===== config.mk =====
export PLATFORM = sky130hd
export DESIGN_NAME = local_injection_scheduler
export DESIGN_NICKNAME = d
export VERILOG_FILES = /design/src/rtl/local_injection_scheduler.sv
export SDC_FILE = /design/constraint.sdc
export NUM_CORES = 1
export LEC_CHECK = 0
export ABC_CLOCK_PERIOD_IN_PS = 6000
export CORE_MARGIN = 4
export CORE_UTILIZATION = 43
export DETAILED_ROUTE_END_ITERATION = 6
export GPL_ROUTABILITY_DRIVEN = 0
export PLACE_DENSITY = 0.91
export SKIP_LAST_GASP = 1
export SYNTH_ARGS = -nofsm -noshare
export SYNTH_HDL_FRONTEND = slang
export SYNTH_SLANG_ARGS = --single-unit

===== constraint.sdc =====
create_clock -name clk -period 6 [get_ports clk]
set_clock_uncertainty 0.2 [all_clocks]
set_input_delay 1.2 -clock clk [delete_from_list [all_inputs] [get_ports clk]]
set_output_delay 1.2 -clock clk [all_outputs]
set_load 0.01 [all_outputs]

===== src/rtl/local_injection_scheduler.sv =====
// local_injection_scheduler: shares the router's local injection port among
// N_REQ on-tile requesters. Round-robin grant per cycle, wormhole packet
// atomicity per VC via a per-VC lock table, per-VC on/off backpressure, and a
// registered output stage driving wr_en_out/flit_out.
//
// Flit layout: [1:0] flit type (0=HEADER, 1=BODY, 2=TAIL, 3=HT),
// [VCW+1:2] vc field (overwritten with req_vc on the way out), payload above.
//
// Optional feature: define LOCAL_INJECTION_SCHEDULER_AGE_PRIORITY_EN to add
// per-requester age counters; requesters aged >= AGE_LIMIT pre-empt the
// round-robin choice, lowest index first. The AGE_LIMIT parameter only exists
// in that build.
`ifndef VC_PER_PORT
`define VC_PER_PORT 4
`endif

// Per-requester eligibility against the VC lock table and backpressure.
module lis_req_elig #(
  parameter int VCN = 4,
  parameter int VCW = 2,
  parameter int RW  = 2,
  parameter int IDX = 0
)(
  input  logic                   valid,
  input  logic [1:0]             ftype,
  input  logic [VCW-1:0]         vc,
  input  logic [VCN-1:0]         on_off,
  input  logic [VCN-1:0]         locked,
  input  logic [VCN-1:0][RW-1:0] owner,
  output logic                   elig
);
  localparam logic [1:0] T_HEAD = 2'd0, T_BODY = 2'd1, T_TAIL = 2'd2, T_HT = 2'd3;
  logic opener, follower, mine;
  assign opener   = (ftype == T_HEAD) || (ftype == T_HT);
  assign follower = (ftype == T_BODY) || (ftype == T_TAIL);
  assign mine     = locked[vc] && (owner[vc] == RW'(IDX));
  assign elig     = valid && !on_off[vc] && ((mine && follower) || (!locked[vc] && opener));
endmodule

module local_injection_scheduler #(
  parameter int N_REQ     = 4,
`ifdef LOCAL_INJECTION_SCHEDULER_AGE_PRIORITY_EN
  parameter int AGE_LIMIT = 16,
`endif
  parameter int FLIT_W    = 32,
  localparam int VCN = `VC_PER_PORT,
  localparam int VCW = (VCN > 1) ? $clog2(VCN) : 1,
  localparam int RW  = (N_REQ > 1) ? $clog2(N_REQ) : 1
)(
  input  logic                         clk,
  input  logic                         reset,
  input  logic [N_REQ-1:0]             req_valid,
  input  logic [N_REQ-1:0][FLIT_W-1:0] req_flit,
  input  logic [N_REQ-1:0][VCW-1:0]    req_vc,
  output logic [N_REQ-1:0]             req_ready,
  input  logic [VCN-1:0]               on_off_in,
  output logic                         wr_en_out,
  output logic [FLIT_W-1:0]            flit_out,
  output logic [VCN-1:0]               vc_locked,
  output logic [VCN-1:0][RW-1:0]       vc_owner
);
  localparam logic [1:0] T_HEAD = 2'd0, T_TAIL = 2'd2;

  logic [N_REQ-1:0]        elig, elig_q;
  logic [RW-1:0]           rr_ptr, ptr_nxt, gnt_idx, idx;
  logic [RW:0]             sum;
  logic                    found;
  logic [VCW-1:0]          gvc;
  logic [1:0]              gtype;
  logic [FLIT_W-1:0]       out_nxt;
  logic [VCN-1:0]          lock_nxt;
  logic [VCN-1:0][RW-1:0]  own_nxt;

  for (genvar r = 0; r < N_REQ; r++) begin : g_req
    lis_req_elig #(.VCN(VCN), .VCW(VCW), .RW(RW), .IDX(r)) u_elig (
      .valid(req_valid[r]), .ftype(req_flit[r][1:0]), .vc(req_vc[r]),
      .on_off(on_off_in), .locked(vc_locked), .owner(vc_owner), .elig(elig[r])
    );
  end

  // Nothing is granted while reset is asserted.
  assign elig_q = elig & {N_REQ{reset}};

`ifdef LOCAL_INJECTION_SCHEDULER_AGE_PRIORITY_EN
  localparam int AW = $clog2(AGE_LIMIT + 1);
  logic [N_REQ-1:0][AW-1:0] age;

  // Age counts waiting-while-eligible cycles; cleared on grant or when idle.
  always_ff @(posedge clk) begin
    for (int r = 0; r < N_REQ; r++) begin
      if (!reset || !req_valid[r] || req_ready[r]) age[r] <= '0;
      else if (elig_q[r] && age[r] != AW'(AGE_LIMIT)) age[r] <= age[r] + 1'b1;
    end
  end
`endif

  // Pick the first eligible requester at or after the RR pointer; aged
  // requesters (when enabled) override, lowest index winning.
  always_comb begin
    gnt_idx = '0;
    found   = 1'b0;
    sum     = '0;
    idx     = '0;
    for (int k = 0; k < N_REQ; k++) begin
      sum = {1'b0, rr_ptr} + (RW+1)'(k);
      if (sum >= (RW+1)'(N_REQ)) sum = sum - (RW+1)'(N_REQ);
      idx = sum[RW-1:0];
      if (!found && elig_q[idx]) begin
        found   = 1'b1;
        gnt_idx = idx;
      end
    end
`ifdef LOCAL_INJECTION_SCHEDULER_AGE_PRIORITY_EN
    for (int r = N_REQ-1; r >= 0; r--) begin
      if (elig_q[r] && age[r] >= AW'(AGE_LIMIT)) begin
        found   = 1'b1;
        gnt_idx = RW'(r);
      end
    end
`endif
  end

  assign req_ready = found ? (N_REQ'(1) << gnt_idx) : '0;
  assign ptr_nxt   = (gnt_idx == RW'(N_REQ-1)) ? '0 : gnt_idx + 1'b1;
  assign gvc       = req_vc[gnt_idx];
  assign gtype     = req_flit[gnt_idx][1:0];

  // Outgoing flit carries the requester's VC in its vc field.
  always_comb begin
    out_nxt = req_flit[gnt_idx];
    out_nxt[2 +: VCW] = gvc;
  end

  // Lock table next state: HEADER acquires, TAIL releases, BODY/HT leave it.
  always_comb begin
    lock_nxt = vc_locked;
    own_nxt  = vc_owner;
    if (found && gtype == T_HEAD) begin
      lock_nxt[gvc] = 1'b1;
      own_nxt[gvc]  = gnt_idx;
    end else if (found && gtype == T_TAIL) begin
      lock_nxt[gvc] = 1'b0;
    end
  end

  // Lock table and RR pointer state.
  always_ff @(posedge clk) begin
    if (!reset) begin
      vc_locked <= '0;
      vc_owner  <= '0;
      rr_ptr    <= '0;
    end else begin
      vc_locked <= lock_nxt;
      vc_owner  <= own_nxt;
      if (found) rr_ptr <= ptr_nxt;
    end
  end

  // Registered output stage; flit_out holds its last value when idle.
  always_ff @(posedge clk) begin
    if (!reset) begin
      wr_en_out <= 1'b0;
      flit_out  <= '0;
    end else begin
      wr_en_out <= found;
      if (found) flit_out <= out_nxt;
    end
  end
endmodule

==> results by group, run 1 <==
GRT
  • Met3 usage: 0.0517
  • Grt met2 use: 0.407
  • GR Layer Usage met1: 0.236
  • Initial antenna violation count: 0
  • GRT overflow: 0
  • Vias in the first global route: 3,592
  • First-pass GRT wire length: between 15,000 and 20,000 um
  • GRT Total Usage: 0.213
  • Gr busiest metal: met2
  • Pin count of the biggest net entering global routing: 48

Synth
  • #FFs+latches synth: 47
  • Asr flop ratio synth: 0
  • Top cells by area, synth: mux2i_1 37%, dfxtp_1 26%, nor2b_1 7.2%
  • Ys flop type: dfxtp_1
  • Synthesized area: 3560 sq um
  • EDFF count, synth: 0
  • Post-synthesis cell type count: 47
  • Sequential fraction of the synthesis area: 0.265
  • Mapped Avg Cell Area: 10.1 sq um
  • Top cell type's share of synthesized area: 0.374
  • Syn Nets: 502
  • Synth area leader: mux2i_1
  • YS warnings: 0
  • Syn Inst Count: 352

Timing
  • Fin crit share: 0.956
  • Final WS setup: 0.261 ns
  • Final hold violation count: 0
  • RSZ-0062 raised after global routing: no
  • Pins over their slew limit: 0
  • Hold slack: 0.325 ns
  • Slew at the pin closest to its max-slew limit: around 0.7 ns
  • Fin Setup TNS: 0 ns
  • Setup-failing EPs final: 0
  • Fin crit period: 5.74 ns
  • Rel. slew slack: 0.520
  • Fmax: 174 MHz

Routing
  • Post-Route WL: 10,700 um
  • Wire per inst: around 17 um
  • Drc violations: 0
  • Vias per cell: 5.31
  • Vias: 3,379
  • Initial DRC count: 112
  • Final ANT Viol Nets: 0
  • DR pass1 iterations: 4

Setup path
  • R2R setup slack: 1.96 ns
  • Reg2Reg Depth: 11
  • R2r startpoint: vc_owner[7]
  • Setup crit start: req_vc[4]
  • CP endpoint: req_ready[0]
  • Critical path peak fanout: 5
  • Kind of critical path: in2out
  • Required time of the critical path: 4.60 ns
  • Worst reg2reg path endpoint: vc_owner[1]
  • Crit path capture type: primary output
  • CP startpoint kind: input port
  • CP arrival: 4.34 ns

Clocking
  • TritonCTS clock tree: done
  • CTS Sinks: 47
  • Root buffer cell: clkbuf_8
  • H-tree lvl count: 2
  • Deepest clock path buffer count: 2
  • Total CTS buffers: 5
  • Worst-skew pair later-pin latency: a little under 0.3 ns
  • Setup Buffers After CTS: 0
  • Post-CTS Resized: 0
  • Worst-path clk slew: around 0.080 ns
  • CTS Hold Bufs: 0

Power and ir drop
  • PD cells: 167 nW/um^2
  • Switching Share: 0.298
  • P_int: ~660 uW
  • Switch Pwr: 279 uW
  • Sequential Power Share: 0.378
  • VDD IR max: 0.105 mV
  • Clock power share: 0.213
  • Comb power frac: 0.409
  • P_leak: 1.96 nW

Place
  • Post-Place Cell Area: about 5500 sq um
  • Post-DP HPWL: 8810 um
  • Port Buf Inserts: 186
  • Dpl ws: 0.289 ns

Floorplanning
  • # rows: 32
  • Core area: around 8000 sq um
  • Initial cell density of the core: 0.451
  • DIE AREA: 9790 sq um
  • Height of the die: 99.0 um
  • Die W: approximately 100 um
  • I/O Pins: 195

Finish
  • Antenna diodes: 0
  • Filler cells: 607
  • Share of post-route cells with drive strength above 1: 0.0730
  • Area grow syn2layout: 57.5%
  • Final instance area: 5600 sq um
  • Final nets: 683

Run
  • Max_cap viols: 0

Worst hold path
  • Worst min path class: reg2reg

Status
  • Outcome: completed
-- how the worst min path moves through the flow --
| stage | cells after the start | start | slack [ns] | endpoint |
|---|---|---|---|---|
| 4_1_cts | 2 | vc_owner[6] | 0.33 | vc_owner[6] |
| 2_1_floorplan | 2 | register | 0.32 | register |
| 6_report | 2 | flit_out[24] | 0.32 | flit_out[24] |
| 3_5_place_dp | 2 | flit_out[25] | 0.31 | flit_out[25] |
| 3_3_place_gp | 2 | flit_out[7] | 0.29 | flit_out[7] |
| 5_1_grt | 2 | flit_out[30] | 0.35 | flit_out[30] |
-- cell usage after synthesis, types with 3 or more instances --
cell	count
and2_1	7
buf_1	3
buf_2	6
buf_4	4
clkbuf_1	6
dfxtp_1	47
ha_1	4
inv_1	3
mux2_2	4
mux2i_1	133
mux4_2	11
nand2_1	20
nand3_1	3
nand3b_1	3
nand4_1	3
nor2_1	9
nor2b_1	41
o21ai_0	7
xor2_1	3
-- state kept, by name (all words and copies together), names as in the netlist, named ones only --
register   cells
flit_out      32
vc_owner       8
rr_ptr         2
wr_en_out      1
-- power groups by stage --
stage / clock [mW] / combinational, mW / sequential [mW]
2_1_floorplan: 0 / 0.188 / 0.370
3_3_place_gp: 0 / 0.374 / 0.360
6_report: 0.200 / 0.383 / 0.354
4_1_cts: 0.208 / 0.387 / 0.354
5_1_grt: 0.221 / 0.412 / 0.358
3_5_place_dp: 0 / 0.385 / 0.362
-- critical path, cell delays in order --
cell             delay (ns)
clkdlybuf4s50_1        0.61
mux4_2                 0.55
nor3_1                 0.20
a32oi_1                0.18
or3b_1                 0.42
o31ai_1                0.15
nor2_4                 0.08
inv_1                  0.13
ha_1                   0.15
and2_1                 0.11
clkdlybuf4s50_1        0.53
-- cells in the final DEF, fill, tap and decap left out, types with 3 or more instances in the layout --
| cell | netlist | routed |
|---|---|---|
| mux2_2 | 4 | 4 |
| clkdlybuf4s50_1 | 0 | 186 |
| o21ai_0 | 7 | 7 |
| ha_1 | 4 | 4 |
| nand4_1 | 3 | 3 |
| buf_4 | 4 | 8 |
| nor2b_1 | 41 | 41 |
| nand2_1 | 20 | 20 |
| clkbuf_8 | 0 | 6 |
| inv_1 | 3 | 3 |
| xor2_1 | 3 | 3 |
| mux2i_1 | 133 | 133 |
| nor2_1 | 9 | 9 |
| dfxtp_1 | 47 | 47 |
| nand3b_1 | 3 | 3 |
| and2_1 | 7 | 7 |
| mux4_2 | 11 | 11 |
-- metal layers --
| layer | part of all wire | wire [um] |
|---|---|---|
| met1 | 0.36 | 3860 |
| met2 | 0.53 | 5680 |
| met3 | 0.096 | 1030 |
| met4 | 0.016 | 176 |
| met5 | 0 | 0 |
-- layout make-up --
class | count | area, sq um | area share
Clock buffer | 7 | 86.3 | 0.0154
Multi-Input combinational cell | 281 | 2500 | 0.446
Clock inverter | 1 | 8.76 | 0.00156
Tap cell | 102 | 128 | 0.0228
Sequential cell | 47 | 941 | 0.168
Inverter | 4 | 16.3 | 0.00290
Timing Repair Buffer | 194 | 1920 | 0.343
-- logic make-up after synthesis --
logic type | count (synthesis) | share of synthesized area
fa+ha+maj | 4 | 0.0141
mux | 150 | 0.464
simple gates | 101 | 0.170
flops | 47 | 0.265
xor+xnor | 5 | 0.0123
buf+inv | 24 | 0.0338
compound gates | 21 | 0.0415
-- through the flow --
step / std cells / util / power [mW]
after detailed placement: 628 / 0.698 / 0.746
after floorplan: 352 / - / 0.559
after global routing: 636 / 0.710 / 0.992
final: 636 / 0.710 / 0.937
after CTS: 636 / 0.710 / 0.950
after global placement: 628 / 0.698 / 0.735
No activity file was read; power rests on OpenSTA's default activity.
==> inputs of run 2 (changes only) <==
MAX_ROUTING_LAYER = met4   (was unset)
==> results by group, run 2 (synthesized netlist as in run 1, its figures left out) <==
GRT
  • Pin count of the biggest net entering global routing: 48 (unchanged)
  • Initial antenna violation count: 0 (unchanged)
  • GRT overflow: 0 (unchanged)
  • GRT Total Usage: 0.220 (+0.00677)
  • Vias in the first global route: 3,594 (+0.056%)
  • First-pass GRT wire length: 17,200 um (+0.12%)

Floorplanning
  • Initial cell density of the core: 0.451 (unchanged)
  • Height of the die: 99.0 um (unchanged)
  • I/O Pins: 195 (unchanged)
  • DIE AREA: 9790 sq um (unchanged)
  • Die W: 99.0 um (unchanged)
  • # rows: 32 (unchanged)
  • Core area: 7890 sq um (unchanged)

Setup path
  • Crit path cell chain: clkdlybuf4s50_1 > mux2_2 > o22ai_1 > o21ai_0 > o31ai_1 > nor2_4 > inv_1 > ha_1 > and2_1 > clkdlybuf4s50_1
  • CP startpoint kind: input port
  • Critical Path Max Stage Delay: 0.64 ns (+0.03 ns)
  • Required time of the critical path: 4.60 ns (about the same)
  • Setup crit start: req_vc[1]
  • Crit path capture type: primary output
  • R2r startpoint: vc_owner[0]
  • CP dominant cell by count: clkdlybuf4s50_1
  • Critical Path Slowest Stage Cell: clkdlybuf4s50_1
  • Kind of critical path: in2out
  • CP arrival: 4.32 ns (-0.02 ns)
  • Critical path peak fanout: 6 (+1)
  • Reg2Reg Depth: 11 (unchanged)

Power and ir drop
  • Comb power frac: 0.409 (about the same)
  • Switch Pwr: 280 uW (+0.36%)
  • Switching Share: 0.298 (+0.000736)
  • P_int: 658 uW (about the same)
  • VDD IR max: 0.105 mV (+0.13%)
  • Sequential Power Share: 0.378 (about the same)
  • Clock power share: 0.213 (about the same)
  • P_leak: 1.96 nW (unchanged)
  • PD cells: 167 nW/um^2 (+0.11%)

Timing
  • Final hold violation count: 0 (unchanged)
  • Pins over their slew limit: 0 (unchanged)
  • RSZ-0062 raised after global routing: no
  • Setup-failing EPs final: 0 (unchanged)
  • Fin Setup TNS: 0 ns (unchanged)
  • Fin crit period: 5.72 ns (-0.0216 ns)
  • Slew at the pin closest to its max-slew limit: 0.729 ns (+0.0291 ns)
  • Fmax: 175 MHz (+0.38%)
  • Rel. slew slack: 0.500 (-0.0200)
  • Fin crit share: 0.953 (-0.00360)
  • Hold slack: 0.326 ns (+0.000594 ns)

Routing
  • Post-Route WL: 10,800 um (+0.26%)
  • DR pass1 iterations: 4 (unchanged)
  • Initial DRC count: 110 (-1.8%)
  • Vias: 3,379 (unchanged)
  • Final ANT Viol Nets: 0 (unchanged)
  • Wire per inst: 16.9 um (+0.26%)
  • Drc violations: 0 (unchanged)
  • Vias per cell: 5.31 (unchanged)

Finish
  • Max FFs per register: 32 (unchanged)
  • Filler cells: 607 (unchanged)
  • Biggest register: flit_out
  • Multi-input logic area: 2500 sq um (unchanged)
  • Register area: 941 sq um (unchanged)
  • Antenna diodes: 0 (unchanged)
  • Share of post-route cells with drive strength above 1: 0.0730 (unchanged)
  • Commonest non-fill, non-tap cell in the layout: clkdlybuf4s50_1
  • Final nets: 683 (unchanged)
  • Final instance area: 5600 sq um (unchanged)
  • Area grow syn2layout: 57.5% (unchanged)
  • Regs by FF count: flit_out x32, vc_owner x8, rr_ptr x2
  • Most frequent cells in the layout: 186 x clkdlybuf4s50_1, 133 x mux2i_1, 47 x dfxtp_1

Clocking
  • Deepest clock path buffer count: 2 (unchanged)
  • CTS Hold Bufs: 0 (unchanged)
  • Total CTS buffers: 5 (unchanged)
  • Post-CTS Resized: 0 (unchanged)
  • Setup Buffers After CTS: 0 (unchanged)
  • CTS Sinks: 47 (unchanged)
  • Root buffer cell: clkbuf_8
  • TritonCTS clock tree: done
  • Worst-path clk slew: 0.08 ns (about the same)
  • Worst-skew pair later-pin latency: 0.29 ns (about the same)
  • H-tree lvl count: 2 (unchanged)

Run
  • Max_cap viols: 0 (unchanged)

Status
  • Outcome: completed

Worst hold path
  • Hold Startpoint: flit_out[24]
  • Worst Hold Depth: 2 (unchanged)
  • Worst min path class: reg2reg

Place
  • Post-DP HPWL: 8810 um (unchanged)
  • Port Buf Inserts: 186 (unchanged)
  • Post-Place Cell Area: 5510 sq um (unchanged)
==> run 2: cell counts in the layout (fill, tap and decap cells not counted) <==
No cell type changed its count.
==> run 2: final timing paths <==
check | to | slack (ns)
worst max-delay path | req_ready[0] | 0.28
worst min-delay path | flit_out[24] | 0.33
worst max register to register | vc_owner[1] | 1.93
worst min register to register | flit_out[24] | 0.33
==> run 2: area by class of cell <==
cell class / count / share of cell area
multi-input combinational: 281 / 0.446
timing repair buffer: 194 / 0.343
sequential: 47 / 0.168
tap: 102 / 0.0228
clock buffer: 7 / 0.0154
inverter: 4 / 0.00290
clock inverter: 1 / 0.00156
==> run 2: through the flow <==
step / setup slack (ns) / power (mW) / util / cells
floorplan: 1.19 / 0.559 / - / 352
global placement: 0.374 / 0.735 / 0.698 / 628
detailed placement: 0.289 / 0.746 / 0.698 / 628
CTS: 0.276 / 0.950 / 0.710 / 636
global route: 0.0686 / 0.991 / 0.710 / 636
finish: 0.283 / 0.938 / 0.710 / 636
==> run 2: worst max-delay path: cells and delay by family <==
kind / cells / cell delay [ns]
simple gates: 2 / 0.19
compound gates: 3 / 1.07
fa+ha+maj: 1 / 0.16
buf+inv: 3 / 1.31
mux: 1 / 0.38
==> run 2: layer usage <==
layer | track usage | share of wire | vias to the layer above
li1 | - | - | 1648
met1 | 0.240 | 0.37 | 1573
met2 | 0.408 | 0.53 | 145
met3 | 0.0418 | 0.086 | 13
met4 | 0.0557 | 0.015 | 0
met5 | - | 0 | -
==> run 2: power groups by stage <==
stage               Clock, mW  Sequential [mW]  Combinational (mW)
global route            0.221            0.358               0.412
floorplan                   0            0.370               0.188
detailed placement          0            0.362               0.385
global placement            0            0.360               0.374
finish                  0.200            0.355               0.383
CTS                     0.208            0.354               0.387
==> inputs of run 3 (changes only) <==
==> constraint.sdc (replaced) <==
create_clock -name clk -period 6 [get_ports clk]
set_clock_uncertainty 0.2 [all_clocks]
set_input_delay 1.2 -clock clk [delete_from_list [all_inputs] [get_ports clk]]
set_output_delay 1.2 -clock clk [all_outputs]
set_load 0.005 [all_outputs]
==> results by group, run 3 (synthesized netlist as in run 1, its figures left out) <==
Timing
  • Final hold violation count: 0 (unchanged)
  • Pins over their slew limit: 0 (unchanged)
  • Fin Setup TNS: 0 ns (unchanged)
  • Rel. slew slack: 0.531 (+0.0310)
  • Fmax: 176 MHz (+0.84%)
  • Fin crit period: 5.67 ns (-0.0476 ns)
  • Setup-failing EPs final: 0 (unchanged)
  • Slew at the pin closest to its max-slew limit: 0.684 ns (-0.0453 ns)
  • RSZ-0062 raised after global routing: no
  • Fin crit share: 0.945 (-0.00793)

Setup path
  • Worst reg2reg path endpoint: vc_owner[1]
  • CP startpoint kind: input port
  • Kind of critical path: in2out
  • CP top delay family: buffers and inverters
  • Required time of the critical path: 4.60 ns (about the same)
  • Critical Path Max Stage Delay: 0.59 ns (-0.05 ns)
  • CP arrival: 4.27 ns (-0.05 ns)
  • Crit path capture type: primary output
  • Critical Path Slowest Stage Cell: clkdlybuf4s50_1
  • Crit path cell chain: clkdlybuf4s50_1 > mux4_2 > nor4_2 > a31oi_1 > nand3b_1 > a22o_1 > nor2_4 > inv_1 > ha_1 > and2_1 > clkdlybuf4s50_1
  • Crit path buf inv count: 3 (unchanged)
  • Reg2Reg Depth: 11 (unchanged)
  • Critical path peak fanout: 6 (unchanged)
  • R2r startpoint: vc_owner[1]
  • R2R setup slack: 1.97 ns (+0.04 ns)
  • CP dominant cell by count: clkdlybuf4s50_1

Routing
  • Final ANT Viol Nets: 0 (unchanged)
  • Vias: 3,391 (+0.36%)
  • DR pass1 iterations: 4 (unchanged)
  • Wire per inst: 17.1 um (+0.76%)
  • Vias per cell: 5.35 (+0.67%)
  • Drc violations: 0 (unchanged)
  • Initial DRC count: 124 (+13%)
  • Post-Route WL: 10,800 um (+0.45%)

Finish
  • Final Util: 0.711 (about the same)
  • Regs by FF count: flit_out x32, vc_owner x8, rr_ptr x2
  • Max FFs per register: 32 (unchanged)
  • Commonest non-fill, non-tap cell in the layout: clkdlybuf4s50_1
  • Area grow syn2layout: 57.6% (about the same)
  • Final nets: 682 (-0.15%)
  • Share of post-route cells with drive strength above 1: 0.0714 (-0.00161)
  • Most frequent cells in the layout: 186 x clkdlybuf4s50_1, 133 x mux2i_1, 47 x dfxtp_1
  • Antenna diodes: 0 (unchanged)
  • Biggest register: flit_out

Worst hold path
  • Hold Startpoint: flit_out[22]
  • Worst min path class: reg2reg
  • Worst Hold Depth: 2 (unchanged)
  • Hold path endpoint: flit_out[22]

Run
  • Max_cap viols: 0 (unchanged)

GRT
  • Initial antenna violation count: 0 (unchanged)
  • Vias in the first global route: 3,499 (-2.6%)
  • First-pass GRT wire length: 17,200 um (-0.28%)
  • Pin count of the biggest net entering global routing: 48 (unchanged)
  • GRT overflow: 0 (unchanged)
  • GRT Total Usage: 0.220 (-0.000455)

Place
  • Post-DP HPWL: 8750 um (-0.73%)
  • Port Buf Inserts: 186 (unchanged)

Floorplanning
  • DIE AREA: 9790 sq um (unchanged)
  • I/O Pins: 195 (unchanged)
  • Height of the die: 99.0 um (unchanged)
  • Die W: 99.0 um (unchanged)
  • Initial cell density of the core: 0.451 (unchanged)
  • # rows: 32 (unchanged)
  • Core area: 7890 sq um (unchanged)

Clocking
  • Setup Buffers After CTS: 0 (unchanged)
  • TritonCTS clock tree: done
  • Worst-skew pair later-pin latency: 0.29 ns (about the same)
  • H-tree lvl count: 2 (unchanged)
  • Worst-path clk slew: 0.09 ns (about the same)
  • Root buffer cell: clkbuf_8
  • CTS Sinks: 47 (unchanged)
  • Total CTS buffers: 5 (unchanged)
  • CTS Hold Bufs: 0 (unchanged)
  • Post-CTS Resized: 0 (unchanged)
  • Deepest clock path buffer count: 2 (unchanged)

Power and ir drop
  • Tot Pwr: 952 uW (+1.5%)
  • PD cells: 170 nW/um^2 (+1.4%)
  • P_leak: 1.96 nW (-0.17%)
  • VDD IR max: 0.110 mV (+4.9%)

Status
  • Outcome: completed
==> run 3: changes by cell type in the layout (fill, tap and decap cells not counted), sizes merged <==
cell,delta
buf,-1
bufinv,+1
clkbuf,-2
clkinv,-1
clkinvlp,+1
==> run 3: how the worst max path moves through the flow <==
| stage | start | end | slack (ns) | cells after the start |
|---|---|---|---|---|
| global placement | req_vc[2] | req_ready[0] | 0.36 | 11 |
| finish | req_vc[2] | req_ready[0] | 0.33 | 11 |
| detailed placement | req_vc[2] | req_ready[2] | 0.32 | 11 |
| CTS | req_vc[2] | req_ready[2] | 0.31 | 11 |
| floorplan | req_vc[4] | req_ready[3] | 1.23 | 12 |
| global route | req_vc[1] | req_ready[0] | 0.11 | 10 |
==> run 3: per-layer routing <==
layer / part of all wire / GRT usage
met5: 0 / -
met4: 0.013 / 0.0462
met3: 0.077 / 0.0474
met2: 0.53 / 0.403
met1: 0.38 / 0.243
==> run 3: final cells by class <==
| class | instances | area, sq um |
|---|---|---|
| timing repair buffer | 193 | 1910 |
| inverter | 4 | 16.3 |
| multi-input combinational | 281 | 2500 |
| clock inverter | 2 | 37.5 |
| sequential | 47 | 941 |
| tap | 102 | 128 |
| clock buffer | 5 | 68.8 |
| fill | 601 | 2280 |
==> run 3: report_power, final <==
part	switching (mW)	internal, mW	leakage [nW]
sequential	0.0171	0.338	0.383
combinational	0.148	0.224	1.53
clock	0.103	0.122	0.0502
==> run 3: tightest hold or removal path: stages (launching register included) <==
cell	delay (ns)
dfxtp_1	0.33
mux2i_1	0.06
nor2b_1	0.09
==> run 3: per-stage QoR <==
stage	cells	setup WS [ns]	cell area (sq um)	hold WS, ns
after floorplan	352	1.23	3560	0.290
after global placement	627	0.365	5500	0.294
after detailed placement	627	0.316	5500	0.302
after CTS	634	0.310	5610	0.327
after global routing	634	0.112	5610	0.340
final	634	0.331	5610	0.319
